==> src/rtl/serial_sub_if.sv <==
// Start/done handshake and operand/result bundle for serial_sub.
// The ovf signal exists only when SERIAL_SUB_OVF_EN is defined.
interface serial_sub_if #(
  parameter int N = 8
);
  logic         start;
  logic [N-1:0] a;
  logic [N-1:0] b;
  logic         busy;
  logic         done;
  logic [N-1:0] diff;
  logic         b_out;
`ifdef SERIAL_SUB_OVF_EN
  logic         ovf;

  modport master (output start, a, b, input busy, done, diff, b_out, ovf);
  modport slave  (input start, a, b, output busy, done, diff, b_out, ovf);
`else
  modport master (output start, a, b, input busy, done, diff, b_out);
  modport slave  (input start, a, b, output busy, done, diff, b_out);
`endif
endinterface

==> src/rtl/serial_sub.sv <==
// Bit-serial N-bit subtractor: one full-subtractor slice, LSB first, registered borrow.
// Optional signed-overflow output enabled by defining SERIAL_SUB_OVF_EN.
module serial_sub #(
  parameter int N = 8
) (
  input  logic       clk,
  input  logic       rst_n,
  serial_sub_if.slave bus
);
  localparam int CW = $clog2(N + 1);

  typedef enum logic {IDLE = 1'b0, RUN = 1'b1} state_t;

  state_t          state_q, state_d;
  logic [N-1:0]    sa_q, sa_d, sb_q, sb_d, sd_q, sd_d;
  logic [N-1:0]    diff_q, diff_d;
  logic            bin_q, bin_d, bout_q, bout_d, done_q, done_d;
  logic [CW-1:0]   cnt_q, cnt_d;
  logic            d_bit, bo_bit;
`ifdef SERIAL_SUB_OVF_EN
  logic            as_q, as_d, bs_q, bs_d, ovf_q, ovf_d;
`endif

  assign d_bit  = sa_q[0] ^ sb_q[0] ^ bin_q;
  assign bo_bit = (~sa_q[0] & sb_q[0]) | (~(sa_q[0] ^ sb_q[0]) & bin_q);

  always_comb begin
    state_d = state_q;
    sa_d    = sa_q;
    sb_d    = sb_q;
    sd_d    = sd_q;
    bin_d   = bin_q;
    cnt_d   = cnt_q;
    diff_d  = diff_q;
    bout_d  = bout_q;
    done_d  = 1'b0;
`ifdef SERIAL_SUB_OVF_EN
    as_d    = as_q;
    bs_d    = bs_q;
    ovf_d   = ovf_q;
`endif
    case (state_q)
      IDLE: begin
        if (bus.start) begin
          sa_d    = bus.a;
          sb_d    = bus.b;
          bin_d   = 1'b0;
          cnt_d   = '0;
          state_d = RUN;
`ifdef SERIAL_SUB_OVF_EN
          as_d    = bus.a[N-1];
          bs_d    = bus.b[N-1];
`endif
        end
      end
      RUN: begin
        sd_d  = {d_bit, sd_q[N-1:1]};
        sa_d  = {1'b0, sa_q[N-1:1]};
        sb_d  = {1'b0, sb_q[N-1:1]};
        bin_d = bo_bit;
        cnt_d = cnt_q + CW'(1);
        // Results are published only on the last bit so diff never shows partial values.
        if (cnt_q == CW'(N - 1)) begin
          diff_d  = {d_bit, sd_q[N-1:1]};
          bout_d  = bo_bit;
          done_d  = 1'b1;
          state_d = IDLE;
`ifdef SERIAL_SUB_OVF_EN
          ovf_d   = (as_q != bs_q) && (d_bit != as_q);
`endif
        end
      end
      default: state_d = IDLE;
    endcase
  end

  always_ff @(posedge clk or negedge rst_n) begin
    if (!rst_n) begin
      state_q <= IDLE;
      sa_q    <= '0;
      sb_q    <= '0;
      sd_q    <= '0;
      bin_q   <= 1'b0;
      cnt_q   <= '0;
      diff_q  <= '0;
      bout_q  <= 1'b0;
      done_q  <= 1'b0;
`ifdef SERIAL_SUB_OVF_EN
      as_q    <= 1'b0;
      bs_q    <= 1'b0;
      ovf_q   <= 1'b0;
`endif
    end else begin
      state_q <= state_d;
      sa_q    <= sa_d;
      sb_q    <= sb_d;
      sd_q    <= sd_d;
      bin_q   <= bin_d;
      cnt_q   <= cnt_d;
      diff_q  <= diff_d;
      bout_q  <= bout_d;
      done_q  <= done_d;
`ifdef SERIAL_SUB_OVF_EN
      as_q    <= as_d;
      bs_q    <= bs_d;
      ovf_q   <= ovf_d;
`endif
    end
  end

  assign bus.busy  = (state_q == RUN);
  assign bus.done  = done_q;
  assign bus.diff  = diff_q;
  assign bus.b_out = bout_q;
`ifdef SERIAL_SUB_OVF_EN
  assign bus.ovf   = ovf_q;
`endif

endmodule
==> src/flat_wrapper.sv <==
// flat-port wrapper written by rule: the top's interface ports become plain ports
module serial_sub_flat 
#(
  parameter int N = 8
)
  (clk, rst_n, bus_start, bus_a, bus_b, bus_busy, bus_done, bus_diff, bus_b_out);
  serial_sub_if #(.N(N)) bus_i ();
  input  logic clk;
  input  logic rst_n;
  input wire logic [$bits(bus_i.start)-1:0] bus_start;
  input wire logic [$bits(bus_i.a)-1:0] bus_a;
  input wire logic [$bits(bus_i.b)-1:0] bus_b;
  output wire logic [$bits(bus_i.busy)-1:0] bus_busy;
  output wire logic [$bits(bus_i.done)-1:0] bus_done;
  output wire logic [$bits(bus_i.diff)-1:0] bus_diff;
  output wire logic [$bits(bus_i.b_out)-1:0] bus_b_out;
  assign bus_i.start = bus_start;
  assign bus_i.a = bus_a;
  assign bus_i.b = bus_b;
  assign bus_busy = bus_i.busy;
  assign bus_done = bus_i.done;
  assign bus_diff = bus_i.diff;
  assign bus_b_out = bus_i.b_out;
  serial_sub #(.N(N)) u_core (.clk(clk), .rst_n(rst_n), .bus(bus_i));
endmodule
==> config.mk <==
export PLATFORM = sky130hd
export DESIGN_NAME = serial_sub_flat
export DESIGN_NICKNAME = d
export VERILOG_FILES = /design/src/rtl/serial_sub_if.sv /design/src/rtl/serial_sub.sv /design/src/flat_wrapper.sv
export SDC_FILE = /design/constraint.sdc
export NUM_CORES = 1
export LEC_CHECK = 0
export ABC_CLOCK_PERIOD_IN_PS = 3500
export CORE_MARGIN = 10
export CORE_UTILIZATION = 46
export DETAILED_ROUTE_END_ITERATION = 8
export PLACE_DENSITY = 0.77
export SYNTH_ARGS = -nofsm -noshare
export SYNTH_HDL_FRONTEND = slang
export SYNTH_SLANG_ARGS = --single-unit
export TNS_END_PERCENT = 5
==> constraint.sdc <==
create_clock -name clk -period 3.5 [get_ports clk]
set_input_delay 0.7 -clock clk [delete_from_list [all_inputs] [get_ports clk]]
set_output_delay 0.7 -clock clk [all_outputs]
set_load 0.005 [all_outputs]
## After elaboration in Yosys (flattened, before gate mapping)

Index checks and enable logic that the tools add are counted.

| word-level totals | value |
|---|---|
| register bits after elaboration | 40 |
| latch bits | 0 |
| memory bits (writable) | 0 |
| ROM bits | 0 |
| output and inout bits | 11 |
| word-level logic and storage cells | 34 |
| memories kept | 0 |

| operators by class | value |
|---|---|
| $add $sub $neg | 1 |
| multipliers | 0 |
| div/mod/pow operators | 0 |
| magnitude comparators | 0 |
| equality and inequality tests | 2 |
| shift-type cells | 0 |
| multiplexer cells | 13 |
| bitwise gates (word level) | 8 |
| reductions and logical operators | 1 |

Operators by type and width:

| cell | count |
|---|---|
| one-hot mux 8 bit (2 select lines) | 2 |
| 2-to-1 mux 8 bit | 2 |
| one-hot mux 4 bit (2 select lines) | 1 |
| 2-to-1 mux 1 bit | 5 |
| adder 4 x 1 -> 4 bit, second input constant | 1 |
| equality test 4 x 3 -> 1 bit, second input constant | 1 |
| 2-to-1 mux 4 bit | 1 |
| one-hot mux 1 bit (2 select lines) | 2 |
| NOT 1 bit | 3 |
| bitwise AND 1 bit | 2 |
| != test 2 bit, second input constant | 1 |
| AND reduction 2 bit | 1 |
| XOR 1 bit | 2 |
| bitwise OR 1 bit | 1 |

## Logic depth before layout (Yosys ltp)

| logic depth | value |
|---|---|
| word-level depth | 5 |
| gate-level depth with buffers | 5 |

## Worst setup path before layout

OpenSTA, ideal clock, no wires.

| timing path | value |
|---|---|
| path type | in2reg |
| from | in bus_start |
| to | reg u_core.sb_q[1] |
| arrival time | 1303 ps |
| setup slack | 2062 ps |
| stages on the path | 4 |
| buffers on the path | 2 |
| cell sequence | buf_4 > buf_4 > mux2i_1 > o21ai_0 |

| between the ends | value |
|---|---|
| cells in the longest elaborated chain, start to end | 1 |

RTL lines:

| element | RTL line | text |
|---|---|---|
| start: declaration | flat_wrapper.sv:10 | `input wire logic [$bits(bus_i.start)-1:0] bus_start;` |
| != test 2 bit (no source line) | -- |  |
| end signal: assignment | serial_sub.sv:81 | `sb_q <= '0;` |
| end signal: assignment | serial_sub.sv:96 | `sb_q <= sb_d;` |
| end: declaration | serial_sub.sv:15 | `logic [N-1:0] sa_q, sa_d, sb_q, sb_d, sd_q, sd_d;` |

Every way passes these cells.
A chain may end at the register's enable or synchronous reset.

## Worst setup path in the final report

| timing path | value |
|---|---|
| from | reg u_core.state_q (netlist: u_core.bus.busy) |
| to | out bus_busy |

RTL lines:

| element | RTL line | text |
|---|---|---|
| start: declaration | serial_sub.sv:14 | `state_t state_q, state_d;` |
| start signal: assignment | serial_sub.sv:94 | `state_q <= state_d;` |
| end: declaration | flat_wrapper.sv:13 | `output wire logic [$bits(bus_i.busy)-1:0] bus_busy;` |

No word-level cell between the ends.

==> impl_metrics.csv <==
group,metric,value,unit
synth,synth_warnings,0,
timing,fin_skew,7.28,ps
synth,yosysTopAreaCellShare,59.5,%
timing,slew_headroom,43.3,%
die,initial_core_util,48.4,%
timing,max_freq,0.408,GHz
route,routed_wl,3.05,mm
die,die_h,79.7,um
synth,synthFlopType,"dfrtp_1",
place,routabilityCongestion,0.761,
synth,synth_edf_count,0,
cells_and_area,fillers,294,
route,wl_per_cell,14.7,um
clock_network,insertion_delay,350,ps
die,coreArea,3390,um^2
place,portBuffers,29,
cells_and_area,multiInputGateArea,611,um^2
synth,synthCells,130,
clock_network,ctsHoldBuffers,0,
timing,fin_tns_setup,0,ps
die,die_w,79.7,um
global_routing,globalRouteTotalUtil,10.3,%
route,top_layer,"met4",
timing,worst-slew-pin-transition,850,ps
timing,fin_crit,2450,ps
cells_and_area,antenna_cells,0,
global_routing,grt_pass1_wl,5.22,mm
clock_network,clkTransAtPathRegs,110,ps
cells_and_area,syn2layout_area_growth,22.8,%
synth,post-synth-top-count-cell,"dfrtp_1",
synth,yosys.area.top_type,"dfrtp_1",
flow_run,cap_violations,0,
route,firstDrtPassIters,4,
setup_path,critical_path.cell_chain,"clkdlybuf4s50_1",
global_routing,grt_max_degree,40,
route,wl_met2,1.43,mm
place,dp_hpwl,2.21,mm
clock_network,clkSinkCount,39,
power,vdd_drop_max,0.392,mV
route,drtIter0Drc,63,
die,ios,30,
synth,synthesis.area,1640,um^2
power,power_density,793,nW/um^2
global_routing,antenna_found_initial,0,
setup_path,crit_type,"flip-flop to primary output",
die,die_area,6360,um^2
synth,synth_fp_nets,151,
route,drc,0,
setup_path,crit_buf_inv,1,
setup_path,cp.arrival,1750,ps
cells_and_area,drive_above_1_share,15.5,%
setup_path,critPathSlowestCell,"dfrtp_1",
timing,drv_slew,0,
timing,rsz0062_at_grt,"false",
run_status,outcome,"completed",
clock_network,clock_path_buffers,2,
synth,ys_ff_latch,39,
setup_path,required,2800,ps
clock_network,post-cts-setup-buffer-count,0,
global_routing,gr-total-overflow,0,
setup_path,path_delay_family,"flip-flops",
synth,synthTopCellsByArea,"dfrtp_1 (59%), mux2i_1 (9.8%), mux2_4 (6.4%)",
route,vias,1038,
cells_and_area,nets,182,
synth,synthArstFlopShare,100,%
clock_network,htreeDepth,2,
timing,hold_viol_final,0,
die,row_count,21,
setup_path,end_kind,"primary output",
min_path,hp-class,"input pin to asynchronous set/reset pin",
route,wl_met3,257,um
clock_network,cts_resized,0,
route,vias_per_cell,5.01,
synth,syn_avg_cell_area,12.6,um^2
synth,ys_seq_area_share,59.5,%
clock_network,cts_made_buffers,5,
route,ant_nets,0,
timing,finalCritPeriodShare,70.0,%
global_routing,grt_pass1_vias,1113,
setup_path,start_kind,"flip-flop",
synth,synth_commonest_cells,"dfrtp_1 (39), nand2_1 (19), o21ai_0 (18)",
cells_and_area,regArea,976,um^2
clock_network,cts_root_buf,"clkbuf_4",
setup_path,worst_path_largest_cell_delay,770,ps
place,placed_cells,200,
power,power_leakage,0.944,nW
timing,setup_viol,0,
setup_path,cp_max_fo,21,
clock_network,cts_tree,"built",
route,m1WireLength,1.32,mm
synth,ys_types,19,
cells_and_area,final_cells,207,
[sequential cells by signal, indices dropped and copies added (netlist names)]
signal and count:
u_core.cnt_q 4, u_core.bus.diff 8, u_core.bus.done 1, u_core.sa_q 8
u_core.bus.busy 1, u_core.sd_q 7, u_core.sb_q 8, u_core.bin_q 1
u_core.bus.b_out 1
[cell families after synthesis]
| logic type | synth area share [%] |
|---|---|
| fa+ha+maj | 1.98 |
| flops | 59.5 |
| mux | 21.6 |
| compound gates | 6.40 |
| buf+inv | 3.35 |
| simple gates | 6.10 |
| xor+xnor | 1.07 |
[report_power, final]
group          switching [W]  total, W  leakage (nW)  internal [W]
clock network       0.000145  0.000238        0.0341     0.0000931
registers           0.000149  0.000792         0.494      0.000643
logic               0.000210  0.000569         0.416      0.000359
[stage by stage]
stage	instance area [um^2]	hold WS, ps	utilization (%)	total power, W	setup slack (ps)
2_1_floorplan	1640	404	-	0.00114	2060
3_3_place_gp	1960	458	57.8	0.00135	1440
3_5_place_dp	1960	476	57.8	0.00138	1430
4_1_cts	2020	472	59.5	0.00162	1030
5_1_grt	2020	508	59.5	0.00172	948
6_report	2020	445	59.5	0.00160	1050
[layer usage]
metal  up-vias  track usage, %
met4         0            4.75
met2        28            16.5
met3         5            4.28
met1       501            11.8
met5         -               0
li1        504               -
[area by class of cell]
type,count,area share [%]
Clock buffer,6,2.55
Clock inverter,1,0.248
Inverter,4,0.745
Multi-Input combinational cell,80,30.3
Sequential cell,39,48.4
Tap cell,46,2.86
Timing Repair Buffer,31,14.9
[worst paths after layout]
path                                 startpoint  cells past startpoint  slack [ps]                 end
worst max-delay path            u_core.bus.busy                      1        1050            bus_busy
worst min-delay path                      rst_n                      1         440      u_core.sd_q[5]
worst max register to register  u_core.bus.busy                      2        1460  u_core.bus.diff[6]
worst min register to register     u_core.bin_q                      2         500        u_core.bin_q
max in group asynchronous                 rst_n                      1        2530     u_core.cnt_q[2]
min in group clk                   u_core.bin_q                      2         500        u_core.bin_q
[cells in the final DEF (no fill, tap or decap), types with 2 or more instances in the layout]
cell	Yosys	routed
dfrtp_1	39	39
inv_1	4	4
mux2_2	8	8
clkdlybuf4s50_1	0	28
buf_4	3	2
nor2_1	4	4
o21ai_0	18	18
mux2i_1	16	16
clkbuf_4	0	5
mux2_4	7	7
nand2_1	19	19
[worst reg2reg max path: stages, from the launching register on]
cell	delay [ps]
dfrtp_1	770
nand4b_1	660
mux2_4	500
(Power assumes the default switching activity.)
